$ cat src/rtl/rhs_spi_master_multi_if.sv
// Bus bundle for rhs_spi_master_multi: sequencer handshake plus headstage SPI pins.
// The loopback input exists only when RHS_SPI_LOOPBACK_EN is defined.
interface rhs_spi_master_multi_if #(
    parameter int DATA_W   = 32,
    parameter int NUM_MISO = 2
);
    logic                         start;
    logic [DATA_W-1:0]            data_in;
    logic [7:0]                   sample_delay;
    logic                         ready;
    logic                         busy;
    logic                         done;
    logic [NUM_MISO*DATA_W-1:0]   data_out;
    logic                         CS;
    logic                         SCLK;
    logic                         MOSI;
    logic [NUM_MISO-1:0]          MISO;
`ifdef RHS_SPI_LOOPBACK_EN
    logic                         loopback;

    modport master (
        input  start, data_in, sample_delay, MISO, loopback,
        output ready, busy, done, data_out, CS, SCLK, MOSI
    );
    modport slave (
        output start, data_in, sample_delay, MISO, loopback,
        input  ready, busy, done, data_out, CS, SCLK, MOSI
    );
`else
    modport master (
        input  start, data_in, sample_delay, MISO,
        output ready, busy, done, data_out, CS, SCLK, MOSI
    );
    modport slave (
        output start, data_in, sample_delay, MISO,
        input  ready, busy, done, data_out, CS, SCLK, MOSI
    );
`endif
endinterface

$ cat src/rtl/rhs_spi_master_multi.sv
// Mode-0 MSB-first SPI master broadcasting to NUM_MISO Intan RHS chips with a per-transaction
// MISO sample delay. Optional feature macro: RHS_SPI_LOOPBACK_EN (samples MOSI instead of MISO).
module rhs_spi_master_multi #(
    parameter int DATA_W    = 32,
    parameter int NUM_MISO  = 2,
    parameter int CLK_DIV   = 8,
    parameter int PRE_PAD   = 8,
    parameter int POST_PAD  = 8,
    parameter int CS_HOLD   = 16,
    parameter int MAX_DELAY = 64
) (
    input  logic                        clk,
    input  logic                        rstn,
    rhs_spi_master_multi_if.master      bus
);
    localparam int DW    = $clog2(MAX_DELAY + 1);
    localparam int DIVW  = $clog2(CLK_DIV);
    localparam int BW    = $clog2(DATA_W);
    localparam int CMAX0 = (PRE_PAD > POST_PAD) ? PRE_PAD : POST_PAD;
    localparam int CMAX1 = (CMAX0 > CS_HOLD) ? CMAX0 : CS_HOLD;
    localparam int CMAX  = (CMAX1 > MAX_DELAY) ? CMAX1 : MAX_DELAY;
    localparam int CW    = $clog2(CMAX + 1);
    localparam int LW    = NUM_MISO * DATA_W;

    localparam logic [2:0] S_IDLE  = 3'd0;
    localparam logic [2:0] S_PRE   = 3'd1;
    localparam logic [2:0] S_SHIFT = 3'd2;
    localparam logic [2:0] S_TAIL  = 3'd3;
    localparam logic [2:0] S_POST  = 3'd4;
    localparam logic [2:0] S_HOLD  = 3'd5;

    logic [2:0]           state_q, state_d;
    logic [CW-1:0]        cnt_q, cnt_d, cnt_inc_s;
    logic [DIVW-1:0]      div_q, div_d;
    logic [BW-1:0]        bit_q, bit_d;
    logic [DATA_W-1:0]    shreg_q, shreg_d;
    logic [DW-1:0]        delay_q, delay_d, delay_clamp_s;
    logic [MAX_DELAY-1:0] stb_q, stb_d;
    logic [MAX_DELAY:0]   stb_line_s;
    logic                 stb0_s, stb_hit_s, acc_s;
    logic [NUM_MISO-1:0]  src_s;
    logic [LW-1:0]        cap_q, cap_d;
    logic [LW-1:0]        data_out_q, data_out_d;
    logic                 cs_q, cs_d, sclk_q, sclk_d, mosi_q, mosi_d;
    logic                 busy_q, busy_d, done_q, done_d, ready_q, ready_d;
    logic                 lb_q, lb_d;

    // Accept happens exactly when ready is shown: in IDLE or in the done cycle.
    assign acc_s         = bus.start & ready_q;
    assign cnt_inc_s     = cnt_q + CW'(1);
    assign delay_clamp_s = (bus.sample_delay > 8'(MAX_DELAY)) ? DW'(MAX_DELAY) : DW'(bus.sample_delay);

`ifdef RHS_SPI_LOOPBACK_EN
    assign lb_d  = acc_s ? bus.loopback : lb_q;
    assign src_s = lb_q ? {NUM_MISO{mosi_q}} : bus.MISO;
`else
    assign lb_d  = 1'b0;
    assign src_s = bus.MISO;
`endif

    // Sequencer: phase counters and transmit shift register.
    always_comb begin
        state_d = state_q;
        cnt_d   = cnt_q;
        div_d   = div_q;
        bit_d   = bit_q;
        shreg_d = shreg_q;
        case (state_q)
            S_IDLE: begin
                if (acc_s) begin
                    state_d = S_PRE;
                    cnt_d   = '0;
                end else begin
                    state_d = S_IDLE;
                end
            end
            S_PRE: begin
                if (cnt_inc_s == CW'(PRE_PAD)) begin
                    state_d = S_SHIFT;
                    cnt_d   = '0;
                    div_d   = '0;
                    bit_d   = '0;
                end else begin
                    cnt_d = cnt_inc_s;
                end
            end
            S_SHIFT: begin
                if (div_q == DIVW'(CLK_DIV - 1)) begin
                    div_d = '0;
                    if (bit_q == BW'(DATA_W - 1)) begin
                        state_d = (delay_q == DW'(0)) ? S_POST : S_TAIL;
                        cnt_d   = '0;
                    end else begin
                        bit_d   = bit_q + BW'(1);
                        shreg_d = {shreg_q[DATA_W-2:0], 1'b0};
                    end
                end else begin
                    div_d = div_q + DIVW'(1);
                end
            end
            S_TAIL: begin
                if (cnt_inc_s == CW'(delay_q)) begin
                    state_d = S_POST;
                    cnt_d   = '0;
                end else begin
                    cnt_d = cnt_inc_s;
                end
            end
            S_POST: begin
                if (cnt_inc_s == CW'(POST_PAD)) begin
                    state_d = S_HOLD;
                    cnt_d   = '0;
                end else begin
                    cnt_d = cnt_inc_s;
                end
            end
            S_HOLD: begin
                if (cnt_inc_s == CW'(CS_HOLD)) begin
                    state_d = acc_s ? S_PRE : S_IDLE;
                    cnt_d   = '0;
                end else begin
                    cnt_d = cnt_inc_s;
                end
            end
            default: begin
                state_d = S_IDLE;
                cnt_d   = '0;
            end
        endcase
        shreg_d = acc_s ? bus.data_in : shreg_d;
    end

    assign delay_d = acc_s ? delay_clamp_s : delay_q;

    // Strobe line: tap d is the mid-period strobe seen d cycles ago.
    assign stb0_s     = (state_q == S_SHIFT) && (div_q == DIVW'(CLK_DIV / 2));
    assign stb_line_s = {stb_q, stb0_s};
    assign stb_d      = stb_line_s[MAX_DELAY-1:0];
    assign stb_hit_s  = stb_line_s[delay_q];

    // Per-lane capture shift registers.
    always_comb begin
        cap_d = cap_q;
        for (int i = 0; i < NUM_MISO; i++) begin
            if (stb_hit_s) begin
                cap_d[i*DATA_W +: DATA_W] = {cap_q[i*DATA_W +: DATA_W-1], src_s[i]};
            end else begin
                cap_d[i*DATA_W +: DATA_W] = cap_q[i*DATA_W +: DATA_W];
            end
        end
    end

    // Pin and status values are derived from the next state so registers line up with the phase.
    always_comb begin
        done_d     = (state_d == S_HOLD) && (cnt_d == CW'(CS_HOLD - 1));
        ready_d    = (state_d == S_IDLE) || done_d;
        busy_d     = (state_d != S_IDLE);
        cs_d       = (state_d == S_IDLE) || (state_d == S_HOLD);
        sclk_d     = (state_d == S_SHIFT) && (div_d >= DIVW'(CLK_DIV / 2));
        mosi_d     = ((state_d == S_PRE) || (state_d == S_SHIFT)) ? shreg_d[DATA_W-1] : 1'b0;
        data_out_d = done_d ? cap_q : data_out_q;
    end

    // State and output registers with synchronous active-low reset.
    always_ff @(posedge clk) begin
        if (!rstn) begin
            state_q    <= S_IDLE;
            cnt_q      <= '0;
            div_q      <= '0;
            bit_q      <= '0;
            shreg_q    <= '0;
            delay_q    <= '0;
            stb_q      <= '0;
            cap_q      <= '0;
            data_out_q <= '0;
            lb_q       <= 1'b0;
            cs_q       <= 1'b1;
            sclk_q     <= 1'b0;
            mosi_q     <= 1'b0;
            busy_q     <= 1'b0;
            done_q     <= 1'b0;
            ready_q    <= 1'b1;
        end else begin
            state_q    <= state_d;
            cnt_q      <= cnt_d;
            div_q      <= div_d;
            bit_q      <= bit_d;
            shreg_q    <= shreg_d;
            delay_q    <= delay_d;
            stb_q      <= stb_d;
            cap_q      <= cap_d;
            data_out_q <= data_out_d;
            lb_q       <= lb_d;
            cs_q       <= cs_d;
            sclk_q     <= sclk_d;
            mosi_q     <= mosi_d;
            busy_q     <= busy_d;
            done_q     <= done_d;
            ready_q    <= ready_d;
        end
    end

    assign bus.CS       = cs_q;
    assign bus.SCLK     = sclk_q;
    assign bus.MOSI     = mosi_q;
    assign bus.busy     = busy_q;
    assign bus.done     = done_q;
    assign bus.ready    = ready_q;
    assign bus.data_out = data_out_q;
endmodule

$ cat src/flat_wrapper.sv
// flat-port wrapper written by rule: the top's interface ports become plain ports
module rhs_spi_master_multi_flat 
#(
    parameter int DATA_W    = 32,
    parameter int NUM_MISO  = 2,
    parameter int CLK_DIV   = 8,
    parameter int PRE_PAD   = 8,
    parameter int POST_PAD  = 8,
    parameter int CS_HOLD   = 16,
    parameter int MAX_DELAY = 64
)
  (clk, rstn, bus_start, bus_data_in, bus_sample_delay, bus_MISO, bus_ready, bus_busy, bus_done, bus_data_out, bus_CS, bus_SCLK, bus_MOSI);
  rhs_spi_master_multi_if #(.DATA_W(DATA_W), .NUM_MISO(NUM_MISO)) bus_i ();
  input  logic clk;
  input  logic rstn;
  input wire logic [$bits(bus_i.start)-1:0] bus_start;
  input wire logic [$bits(bus_i.data_in)-1:0] bus_data_in;
  input wire logic [$bits(bus_i.sample_delay)-1:0] bus_sample_delay;
  input wire logic [$bits(bus_i.MISO)-1:0] bus_MISO;
  output wire logic [$bits(bus_i.ready)-1:0] bus_ready;
  output wire logic [$bits(bus_i.busy)-1:0] bus_busy;
  output wire logic [$bits(bus_i.done)-1:0] bus_done;
  output wire logic [$bits(bus_i.data_out)-1:0] bus_data_out;
  output wire logic [$bits(bus_i.CS)-1:0] bus_CS;
  output wire logic [$bits(bus_i.SCLK)-1:0] bus_SCLK;
  output wire logic [$bits(bus_i.MOSI)-1:0] bus_MOSI;
  assign bus_i.start = bus_start;
  assign bus_i.data_in = bus_data_in;
  assign bus_i.sample_delay = bus_sample_delay;
  assign bus_i.MISO = bus_MISO;
  assign bus_ready = bus_i.ready;
  assign bus_busy = bus_i.busy;
  assign bus_done = bus_i.done;
  assign bus_data_out = bus_i.data_out;
  assign bus_CS = bus_i.CS;
  assign bus_SCLK = bus_i.SCLK;
  assign bus_MOSI = bus_i.MOSI;
  rhs_spi_master_multi #(.DATA_W(DATA_W), .NUM_MISO(NUM_MISO), .CLK_DIV(CLK_DIV), .PRE_PAD(PRE_PAD), .POST_PAD(POST_PAD), .CS_HOLD(CS_HOLD), .MAX_DELAY(MAX_DELAY)) u_core (.clk(clk), .rstn(rstn), .bus(bus_i));
endmodule
$ cat config.mk
export PLATFORM = sky130hd
export DESIGN_NAME = rhs_spi_master_multi_flat
export DESIGN_NICKNAME = d
export VERILOG_FILES = /design/src/rtl/rhs_spi_master_multi_if.sv /design/src/rtl/rhs_spi_master_multi.sv /design/src/flat_wrapper.sv
export SDC_FILE = /design/constraint.sdc
export NUM_CORES = 1
export LEC_CHECK = 0
export ABC_AREA = 1
export BUFFER_PORTS_ARGS = -buffer_cell sky130_fd_sc_hd__buf_4
export CAP_MARGIN = 20
export CORE_ASPECT_RATIO = 0.75
export CORE_UTILIZATION = 35
export CTS_CLUSTER_SIZE = 16
export DETAILED_ROUTE_END_ITERATION = 7
export PLACE_DENSITY = 0.58
export SLEW_MARGIN = 5
export SYNTH_ARGS = -nofsm -noshare
export SYNTH_HDL_FRONTEND = slang
export SYNTH_SLANG_ARGS = --single-unit
$ cat constraint.sdc
create_clock -name clk -period 4.6 [get_ports clk]
set_input_delay 0.23 -clock clk [delete_from_list [all_inputs] [get_ports clk]]
set_output_delay 0.23 -clock clk [all_outputs]
set_load 0.02 [all_outputs]
==> flow_metrics.py <==
metrics = {
    "outcome": {
        "status": "complete, no violations",
    },
    "job": {
        "cap_violations": 0,
    },
    "detailed_routing": {
        "totalWireLength_um": 25500,
        "wl_per_cell_um": 12.5,
        "vias": 9490,
        "first_pass_iters": 5,
        "final_antenna_net_count": 0,
        "remaining_drc_errors": 0,
        "vias_per_cell": 4.67,
        "first_iter_violations": 562,
    },
    "die": {
        "die-area_mm2": 0.0312,
        "die_y_um": 153,
        "ioPinCount": 115,
        "die_w_um": 204,
        "row_count": 54,
        "initial_utilization_pct": 36.1,
        "core-area_mm2": 0.0295,
    },
    "sta": {
        "final.min_clock_period_ps": 3330,
        "worst_slew_pin_slew_ps": 918,
        "finalHoldViolations": 0,
        "maxClockFrequency_mhz": 300,
        "relSlewSlack_pct": 38.6,
        "setup_ws_ps": 1270,
        "setup_violations": 0,
        "rsz0062_at_grt": "false",
        "maxSlewViolCount": 0,
        "skew_ps": 29.9,
        "fin_setup_tns_ps": 0,
        "period_share_pct": 72.4,
    },
    "clock_network": {
        "cts_inserted_buffers": 28,
        "cts_tree": "done",
        "cts_resized": 0,
        "path_clk_slew_ps": 60,
        "ctsRootBufferMaster": "clkbuf_16",
        "h-tree-depth": 1,
        "cts_sinks": 255,
        "clockBufferDepth": 3,
        "clock_latency_ps": 550,
    },
    "finish": {
        "drive_gt1_share_pct": 13.6,
        "fin_util_pct": 44.4,
        "syn_to_final_growth_pct": 22.8,
        "fin_nets": 1669,
        "fin_cells": 2030,
        "diodes": 0,
        "layout_common_cells": "nor2_1 (300), nand2_1 (283), dfxtp_1 (255), inv_1 (178), nand3_1 (134)",
        "final_common_cell": "nor2_1",
    },
    "yosys": {
        "synth_edf_count": 0,
        "syn_nets": 1553,
        "synth_seq_cells": 255,
        "ys.flop_type": "dfxtp_1",
        "netlist_instances": 1502,
        "synth_area_per_cell_um2": 7.10,
        "yosys.area.top_type_share_pct": 47.9,
        "synth_seq_area_share_pct": 47.9,
        "ys_warn_count": 0,
        "ys_async_sr_fraction_pct": 0,
        "yosysTopAreaCell": "dfxtp_1",
        "yosysUniqueCellTypes": 40,
        "syn-cell-area_mm2": 0.0107,
        "synth_area_leaders": "dfxtp_1 (48%), nor2_1 (11%), nand2_1 (10%), nand3_1 (6.3%), inv_1 (6.3%)",
    },
    "place": {
        "place_ws_ps": 1290,
        "numPlacedInstances": 1941,
        "io_buffers": 114,
        "place_congestion": 0.871,
        "hpwl_um": 15900,
    },
    "worst_setup_path": {
        "setup.worst_path.start": "u_core.delay_q[1]$_SDFFE_PN0P_",
        "reg2reg_depth": 15,
        "rr_endpoint": "u_core.bus.data_out[54]$_SDFFE_PN0P_",
        "ff2ff_setup_slack_ps": 1270,
        "cp.required_ps": 5050,
        "path_class": "reg2reg",
        "crit_path_max_fanout": 64,
        "start_kind": "register",
        "crit_path_end_kind": "register",
        "timing.rr.start": "u_core.delay_q[1]$_SDFFE_PN0P_",
        "cp.arrival_ps": 3790,
        "cp-endpoint": "u_core.bus.data_out[54]$_SDFFE_PN0P_",
    },
    "grt": {
        "grt_util_met1_pct": 23.1,
        "grt_max_degree": 79,
        "grtUsageMet2_pct": 25.6,
        "grt_util_met3_pct": 3.24,
        "grt_pass1_vias": 8796,
        "grt_use_total_pct": 16.3,
        "grt_first_pass_wirelength_um": 42900,
        "grt_busiest_layer": "met2",
        "grt_antenna_before_repair": 0,
        "overflow": 0,
    },
    "power_and_ir_drop": {
        "finalPower_mw": 5.36,
        "p_leak_nw": 6.01,
        "power_density_mw_per_mm2": 409,
        "vdd_drop_max_v": 0.000232,
    },
    "min_path": {
        "holdPathStages": 4,
        "hp-class": "in2reg",
    },
}
[kinds of logic after synthesis]
kind of cell | count (synthesis) | share of synthesized area, %
DFF | 255 | 47.9
AOI/OAI and AO/OA | 182 | 9.55
muxes | 4 | 0.375
and+or+nand+nor | 782 | 30.7
buffers and inverters | 272 | 10.7
adders and majority gates | 6 | 0.704
xor gates and xnor gates | 1 | 0.0821
[per-stage QoR]
step                      instance area [um^2]  hold slack, ps
after floorplan                          10700             365
after global placement                   11700             414
after detailed placement                 11700             420
after CTS                                13100            31.9
after global routing                     13100            69.6
final                                    13100            49.0
[worst max-delay path, cell delays in order (launching register included)]
cell and delay, ps:
dfxtp_1 490, inv_1 450, nand2_1 140, nor3_1 290
nand4_1 190, o21ai_0 180, a21oi_1 60, nand2_1 110
inv_2 70, nor2_2 140, inv_2 70, nor2_4 90
buf_4 570, nand3_1 180, nand2_1 130, nor2_2 40
[timing repair]
item	in CTS	in global routing
setup buffers	0	0
hold endpoints to repair	38	0
hold buffers	39	0
[per-layer routing]
metal  vias to the layer above  routed length, um
met4                         0                461
met1                      4311              12900
met2                       194              10900
met5                         -                  0
met3                        37               1220
li1                       4948                  -
[final cells by class]
| class | instances | area, um^2 |
|---|---|---|
| clock inverters | 10 | 181 |
| flip-flops and latches | 255 | 5100 |
| fillers | 2984 | 16400 |
| well taps | 392 | 490 |
| clock buffers | 40 | 817 |
| repair buffers | 170 | 1370 |
| multi-input cells | 975 | 4430 |
| inverters | 188 | 706 |
[synthesized netlist by cell type, types with 2 or more instances]
cell,n
a211oi_1,4
ha_1,6
nand3_1,134
o21ai_0,97
nand3_2,2
nor3_1,14
buf_2,7
inv_1,178
nor2_4,3
clkinv_1,2
nand4_1,10
nor2_1,300
dfxtp_1,255
buf_1,7
a21oi_1,26
o221ai_1,3
buf_6,11
buf_4,5
nand2_1,283
a31oi_1,30
o211ai_1,9
mux2i_1,4
clkbuf_1,53
inv_2,8
o22ai_1,7
nor2_2,22
nand2_2,9
[registers in the layout, indices dropped and copies added, names as in the netlist, 2 cells and up, named ones only]
register and flops:
u_core.cap_q 64, u_core.shreg_q 32, u_core.bit_q 5, u_core.bus.data_out 64, u_core.stb_q 64, u_core.cnt_q 7, u_core.div_q 2, u_core.state_q 3
u_core.delay_q 7
[report_power, final]
part	internal, mW	switching [mW]
clock network	1.51	0.906
logic	0.189	0.330
registers	2.34	0.0904
[worst min-delay path by stage]
stage	from	to	slack, ps
5_1_grt	bus_sample_delay[4]	u_core.delay_q[0]$_SDFFE_PN0P_	70
4_1_cts	bus_sample_delay[4]	u_core.delay_q[0]$_SDFFE_PN0P_	30
3_5_place_dp	u_core.stb_q[2]$_SDFF_PN0_	u_core.stb_q[3]$_SDFF_PN0_	420
6_report	bus_sample_delay[4]	u_core.delay_q[0]$_SDFFE_PN0P_	50
3_3_place_gp	u_core.stb_q[33]$_SDFF_PN0_	u_core.stb_q[34]$_SDFF_PN0_	410
2_1_floorplan	bus_MISO[1]	u_core.cap_q[32]$_SDFFE_PN0P_	360
No activity file was read; power rests on OpenSTA's default activity.
